## src/rtl/alu_seq_pkg.sv

```systemverilog
// Shared definitions for the shift-add multiply sequencer: state encoding,
// the ALU opcode it issues while iterating, and the default datapath width.
package alu_seq_pkg;

  // Sequencer states
  typedef enum logic [1:0] {
    IDLE = 2'b00,
    ITER = 2'b01,
    DONE = 2'b10
  } state_t;

  // R-format ADD instruction bits driven onto the ALU during iteration
  localparam logic [15:0] OP_ADD = 16'hD800;

  // Default operand width; must match the ALU datapath
  localparam int DEF_WIDTH = 16;

endpackage

```

## src/rtl/alu_src_mux.sv

```systemverilog
// ALU source select: hands the ALU to the multiply sequencer while it is
// iterating, otherwise passes the execute-stage operands/controls through.
module alu_src_mux #(
  parameter int WIDTH = 16
) (
  input  logic             sel_seq_i,
  // execute-stage bundle
  input  logic [WIDTH-1:0] ex_a_i,
  input  logic [WIDTH-1:0] ex_b_i,
  input  logic [15:0]      ex_op_i,
  input  logic             ex_cin_i,
  input  logic             ex_inv_a_i,
  input  logic             ex_inv_b_i,
  input  logic             ex_sign_i,
  // sequencer bundle
  input  logic [WIDTH-1:0] seq_a_i,
  input  logic [WIDTH-1:0] seq_b_i,
  input  logic [15:0]      seq_op_i,
  input  logic             seq_cin_i,
  input  logic             seq_inv_a_i,
  input  logic             seq_inv_b_i,
  input  logic             seq_sign_i,
  // driven ALU bundle
  output logic [WIDTH-1:0] alu_a_o,
  output logic [WIDTH-1:0] alu_b_o,
  output logic [15:0]      alu_op_o,
  output logic             alu_cin_o,
  output logic             alu_inv_a_o,
  output logic             alu_inv_b_o,
  output logic             alu_sign_o
);

  // Pure combinational select; no state here
  always_comb begin
    if (sel_seq_i) begin
      alu_a_o     = seq_a_i;
      alu_b_o     = seq_b_i;
      alu_op_o    = seq_op_i;
      alu_cin_o   = seq_cin_i;
      alu_inv_a_o = seq_inv_a_i;
      alu_inv_b_o = seq_inv_b_i;
      alu_sign_o  = seq_sign_i;
    end else begin
      alu_a_o     = ex_a_i;
      alu_b_o     = ex_b_i;
      alu_op_o    = ex_op_i;
      alu_cin_o   = ex_cin_i;
      alu_inv_a_o = ex_inv_a_i;
      alu_inv_b_o = ex_inv_b_i;
      alu_sign_o  = ex_sign_i;
    end
  end

endmodule

```

## src/rtl/alu_mul_seq.sv

```systemverilog
// Shift-add multiply sequencer that borrows the EX-stage ALU for WIDTH
// cycles to build a 2*WIDTH product, stalling the pipeline meanwhile.
// Optional signed support is enabled by defining MUL_SIGNED_EN: operands are
// converted to magnitudes on load and the product is negated on output.
module alu_mul_seq
  import alu_seq_pkg::*;
#(
  parameter int WIDTH = DEF_WIDTH,
  parameter int CNT_W = 4
) (
  input  logic               clk,
  input  logic               rst,
  input  logic               start,
  input  logic               mul_signed,
  input  logic [WIDTH-1:0]   opA,
  input  logic [WIDTH-1:0]   opB,
  input  logic [WIDTH-1:0]   ex_A,
  input  logic [WIDTH-1:0]   ex_B,
  input  logic [15:0]        ex_Op,
  input  logic               ex_Cin,
  input  logic               ex_invA,
  input  logic               ex_invB,
  input  logic               ex_sign,
  input  logic [WIDTH-1:0]   alu_Out,
  input  logic               alu_Cout,
  output logic [WIDTH-1:0]   alu_A,
  output logic [WIDTH-1:0]   alu_B,
  output logic [15:0]        alu_Op,
  output logic               alu_Cin,
  output logic               alu_invA,
  output logic               alu_invB,
  output logic               alu_sign,
  output logic               stall,
  output logic               done,
  output logic [2*WIDTH-1:0] product
);

  state_t           state_q, state_d;
  logic [CNT_W-1:0] cnt_q, cnt_d;
  logic [WIDTH-1:0] m_q, m_d;
  logic [WIDTH-1:0] p_hi_q, p_hi_d;
  logic [WIDTH-1:0] p_lo_q, p_lo_d;
  logic             neg_q, neg_d;

  logic [WIDTH-1:0]   load_m;
  logic [WIDTH-1:0]   load_p_lo;
  logic               load_neg;
  logic [WIDTH-1:0]   seq_b;
  logic [2*WIDTH-1:0] p_full;

`ifdef MUL_SIGNED_EN
  // Local negation to magnitudes; the ALU is not yet ours in IDLE.
  // The most negative value maps to its unsigned magnitude naturally.
  always_comb begin
    load_m    = (mul_signed && opA[WIDTH-1]) ? (~opA + {{(WIDTH-1){1'b0}}, 1'b1}) : opA;
    load_p_lo = (mul_signed && opB[WIDTH-1]) ? (~opB + {{(WIDTH-1){1'b0}}, 1'b1}) : opB;
    load_neg  = mul_signed && (opA[WIDTH-1] ^ opB[WIDTH-1]);
  end
`else
  logic unused_signed;
  assign unused_signed = mul_signed ^ neg_q;

  // Unsigned-only build: operands load as-is and the sign flag stays clear
  always_comb begin
    load_m    = opA;
    load_p_lo = opB;
    load_neg  = 1'b0;
  end
`endif

  // State and datapath registers
  always_ff @(posedge clk) begin
    if (rst) begin
      state_q <= IDLE;
      cnt_q   <= '0;
      m_q     <= '0;
      p_hi_q  <= '0;
      p_lo_q  <= '0;
      neg_q   <= 1'b0;
    end else begin
      state_q <= state_d;
      cnt_q   <= cnt_d;
      m_q     <= m_d;
      p_hi_q  <= p_hi_d;
      p_lo_q  <= p_lo_d;
      neg_q   <= neg_d;
    end
  end

  // Next-state logic and sequencer outputs
  always_comb begin
    state_d = state_q;
    cnt_d   = cnt_q;
    m_d     = m_q;
    p_hi_d  = p_hi_q;
    p_lo_d  = p_lo_q;
    neg_d   = neg_q;
    stall   = 1'b0;
    done    = 1'b0;
    case (state_q)
      IDLE: begin
        stall = start;
        if (start) begin
          m_d     = load_m;
          p_hi_d  = '0;
          p_lo_d  = load_p_lo;
          neg_d   = load_neg;
          cnt_d   = '0;
          state_d = ITER;
        end
      end
      ITER: begin
        stall = 1'b1;
        // Carry-in to the top of the product, then shift right by one
        {p_hi_d, p_lo_d} = {alu_Cout, alu_Out, p_lo_q[WIDTH-1:1]};
        cnt_d = cnt_q + 1'b1;
        if (cnt_q == CNT_W'(WIDTH - 1)) begin
          state_d = DONE;
        end
      end
      DONE: begin
        // Start is still the retiring instruction's level here; never re-arm
        done    = 1'b1;
        state_d = IDLE;
      end
      default: begin
        state_d = IDLE;
      end
    endcase
  end

  assign seq_b  = p_lo_q[0] ? m_q : '0;
  assign p_full = {p_hi_q, p_lo_q};

`ifdef MUL_SIGNED_EN
  // Restore the sign of the result from the magnitude product
  assign product = neg_q ? (~p_full + {{(2*WIDTH-1){1'b0}}, 1'b1}) : p_full;
`else
  assign product = p_full;
`endif

  alu_src_mux #(
    .WIDTH(WIDTH)
  ) u_src_mux (
    .sel_seq_i   (state_q == ITER),
    .ex_a_i      (ex_A),
    .ex_b_i      (ex_B),
    .ex_op_i     (ex_Op),
    .ex_cin_i    (ex_Cin),
    .ex_inv_a_i  (ex_invA),
    .ex_inv_b_i  (ex_invB),
    .ex_sign_i   (ex_sign),
    .seq_a_i     (p_hi_q),
    .seq_b_i     (seq_b),
    .seq_op_i    (OP_ADD),
    .seq_cin_i   (1'b0),
    .seq_inv_a_i (1'b0),
    .seq_inv_b_i (1'b0),
    .seq_sign_i  (1'b0),
    .alu_a_o     (alu_A),
    .alu_b_o     (alu_B),
    .alu_op_o    (alu_Op),
    .alu_cin_o   (alu_Cin),
    .alu_inv_a_o (alu_invA),
    .alu_inv_b_o (alu_invB),
    .alu_sign_o  (alu_sign)
  );

endmodule

```

## config.mk

```make
export PLATFORM = sky130hd
export DESIGN_NAME = alu_mul_seq
export DESIGN_NICKNAME = d
export VERILOG_FILES = /design/src/rtl/alu_seq_pkg.sv /design/src/rtl/alu_src_mux.sv /design/src/rtl/alu_mul_seq.sv
export SDC_FILE = /design/constraint.sdc
export NUM_CORES = 1
export LEC_CHECK = 0
export ABC_AREA = 0
export CAP_MARGIN = 20
export CORE_MARGIN = 5
export CORE_UTILIZATION = 38
export CTS_CLUSTER_SIZE = 10
export DETAILED_ROUTE_END_ITERATION = 16
export PLACE_DENSITY = 0.87
export SLEW_MARGIN = 20
export SYNTH_ARGS = -nofsm -noshare
export SYNTH_HDL_FRONTEND = slang
export SYNTH_SLANG_ARGS = --single-unit
```

## constraint.sdc

```tcl
create_clock -name clk -period 2.78 [get_ports clk]
set_input_delay 0.556 -clock clk [delete_from_list [all_inputs] [get_ports clk]]
set_output_delay 0.556 -clock clk [all_outputs]
set_load 0.005 [all_outputs]
```

==> results.ini, run 1 <==
[route]
wl_per_cell_um=13.9
drc=0
vias=2896
routed_wl_um=8460
routed_via_density=4.77
dr.pass1.iters=4
drt_iter0_markers=46
ant_nets=0

[outcome]
status=completed

[power_and_ir_drop]
power_leakage_uw=0.00192
intPower_uw=1460
peakVddDrop_mv=0.213
p_sw_uw=496
p_per_area_mw_per_mm2=421
power_frac_seq=0.442
p_sw_frac=0.253
power.share.clock=0.261
pwr-share-comb=0.297

[timing]
timing.final.crit_share=0.916
slew_viol_final=0
worstMarginPinSlew_ns=0.658
fin_tns_setup_ns=0
rsz0062_at_grt=false
finalHoldViolCount=0
fin_skew_ns=0.00683
max_freq_ghz=0.392
slew_headroom=0.561
finalCriticalPeriod_ns=2.55
setup_viol_count_final=0

[yosys]
ys_warn_count=0
synth.cell_area_sq_mm=0.00266
ys_ff_latch=54
seq_area_frac_synth=0.406
syn_nets=438
ys_types=31
synth.avg_cell_area_sq_um=8.02
syn_inst=332

[global_route]
grt_use_total=0.182
grt_max_degree=38
overflow=0
grt_pass1_vias=2798
antenna_found_initial=0
grt_pass1_wl_um=13000

[finish]
final-seq-area_sq_mm=0.00108
diodes=0
area_delta_synth_final_pct=74.8
n_fill_cell=565
multi_input_area_sq_mm=0.00138
nets=616
drive_gt1_frac=0.0431
final_core_util=0.685

[placement]
routabilityCongestion=0.734
io_buffers=189
dp_hpwl_um=6570

[hold_path]
min_from=m_q[14]
hp-class=flop to flop

[setup_path]
startpoint_type=flop
crit_required_ns=2.22
setup.worst_path.end_class=output pin
crit_type=flop to output pin
r2r-start=state_q[0]
cp_max_fo=30
critical_path_arrival_ns=1.99
startpoint=state_q[1]

[floorplan]
fp.dieW_um=93.7
dieArea_sq_mm=0.00878
core_sq_mm=0.00679
placementRows=30
start_util=0.392
die_h_um=93.7
io_pins=191

[cts]
clockBufferDepth=2
tritoncts=done
postCtsSetupRepairBufs=0
cts_resized=0
cts.sinks=54
worstSkewPairLatency_ns=0.30
cts_buffers=5
holdBufCountCts=0
htree_levels=2
clk_pin_slew_ns=0.09
clockRootBuffer=clkbuf_8

[run]
cap_violations=0

==> layer usage <==
| metal | track usage | part of all wire | vias up |
|---|---|---|---|
| met5 | 0 | 0 | - |
| met3 | 0.0641 | 0.096 | 8 |
| met4 | 0.0397 | 0.0087 | 0 |
| met2 | 0.321 | 0.50 | 119 |
| met1 | 0.213 | 0.39 | 1299 |
| li1 | - | - | 1470 |
==> flip-flops by register name, indices dropped and copies added, names as in the netlist <==
name / count
p_hi_q: 16
state_q: 2
m_q: 16
p_lo_q: 16
cnt_q: 4
==> stage by stage <==
step	hold WS [ns]	total power (uW)	setup slack, ns	area, sq um	std cells
final	0.458	1960	0.232	4650	607
after global routing	0.481	2070	0.106	4650	607
after CTS	0.460	1990	0.182	4650	607
after detailed placement	0.447	1470	0.489	4540	599
after global placement	0.442	1460	0.482	4540	599
after floorplan	0.437	1110	1.14	2660	332
==> power by group through the flow <==
stage	logic, uW	registers (uW)	clock network, uW
after floorplan	237	875	0
after global placement	577	881	0
after detailed placement	586	884	0
after CTS	590	867	531
after global routing	633	874	565
final	581	866	512
==> area by class of cell <==
type,count,share of cell area
timing repair buffer,198,0.421
multi-input combinational,251,0.297
sequential,54,0.232
tap,96,0.0258
clock buffer,5,0.0148
clock inverter,3,0.00861
==> layout by cell type (no fill, tap or decap) <==
cell / n
nand2b_2: 1
clkbuf_8: 5
and2b_1: 1
a211oi_1: 16
nand2b_1: 4
nor3_1: 2
clkdlybuf4s50_1: 189
nand2_1: 112
a21oi_1: 18
a211o_1: 1
o211a_1: 1
nor4_1: 1
ha_1: 1
dfxtp_1: 54
mux2i_1: 16
a22o_1: 17
and2_1: 16
buf_4: 9
nand3_1: 18
nor2_1: 18
a211oi_2: 1
nor2_8: 1
bufinv_16: 1
and3_1: 1
nor3b_4: 1
nor3b_2: 1
o21ba_1: 1
or3b_1: 1
clkinv_2: 2
nor2b_1: 1
==> cells by family after synthesis <==
group,after synthesis,share of synthesized area
muxes,16,0.0602
DFF,54,0.406
buffers and inverters,27,0.0757
and+or+nand+nor,179,0.303
AOI/OAI and AO/OA,55,0.150
adders and majority gates,1,0.00470
==> synthesized netlist by cell type <==
| master | instances | area (sq um) |
|---|---|---|
| nor2b_1 | 1 | 6.26 |
| nor3b_2 | 1 | 12.5 |
| a22o_1 | 17 | 149 |
| nand2b_1 | 5 | 31.3 |
| nor3_1 | 2 | 10.0 |
| mux2i_1 | 16 | 160 |
| buf_1 | 2 | 7.51 |
| o21ba_1 | 1 | 10.0 |
| ha_1 | 1 | 12.5 |
| dfxtp_1 | 54 | 1080 |
| buf_6 | 5 | 56.3 |
| clkbuf_1 | 4 | 15.0 |
| a211oi_1 | 16 | 120 |
| buf_4 | 5 | 37.5 |
| nor4_1 | 1 | 6.26 |
| nand3_1 | 18 | 90.1 |
| or3b_1 | 1 | 8.76 |
| a21oi_1 | 18 | 90.1 |
| o211a_1 | 1 | 10.0 |
| a211o_1 | 1 | 8.76 |
| and2_1 | 16 | 100 |
| and2b_1 | 1 | 7.51 |
| nor2_1 | 18 | 67.6 |
| and3_1 | 1 | 6.26 |
| buf_8 | 3 | 45.0 |
| buf_2 | 6 | 30.0 |
| nand2_1 | 112 | 420 |
| a211oi_2 | 1 | 12.5 |
| nor2_8 | 1 | 20.0 |
| clkbuf_2 | 2 | 10.0 |
| nor3b_4 | 1 | 18.8 |
==> worst max-delay path, cell delays in order (launching register included) <==
cell	delay, ns
dfxtp_1	0.52
nand2b_2	0.19
buf_4	0.28
and2_1	0.19
clkdlybuf4s50_1	0.50
==> worst paths after layout <==
kind         endpoint  slack, ns  cells past startpoint
max reg2reg  cnt_q[3]       1.08                      5
min           m_q[14]       0.46                      2
max          alu_sign       0.23                      4
min reg2reg   m_q[14]       0.46                      2
Note: power is estimated with default switching activity, not from simulation.
==> run 2, diff against run 1 <==
--- a/config.mk
+++ b/config.mk
@@ -12,7 +12,6 @@
 export CTS_CLUSTER_SIZE = 10
 export DETAILED_ROUTE_END_ITERATION = 16
 export PLACE_DENSITY = 0.87
-export SLEW_MARGIN = 20
 export SYNTH_ARGS = -nofsm -noshare
 export SYNTH_HDL_FRONTEND = slang
 export SYNTH_SLANG_ARGS = --single-unit
==> results of run 2 <==
Same layout as run 1: the final DEF is identical, and so are final timing and power.
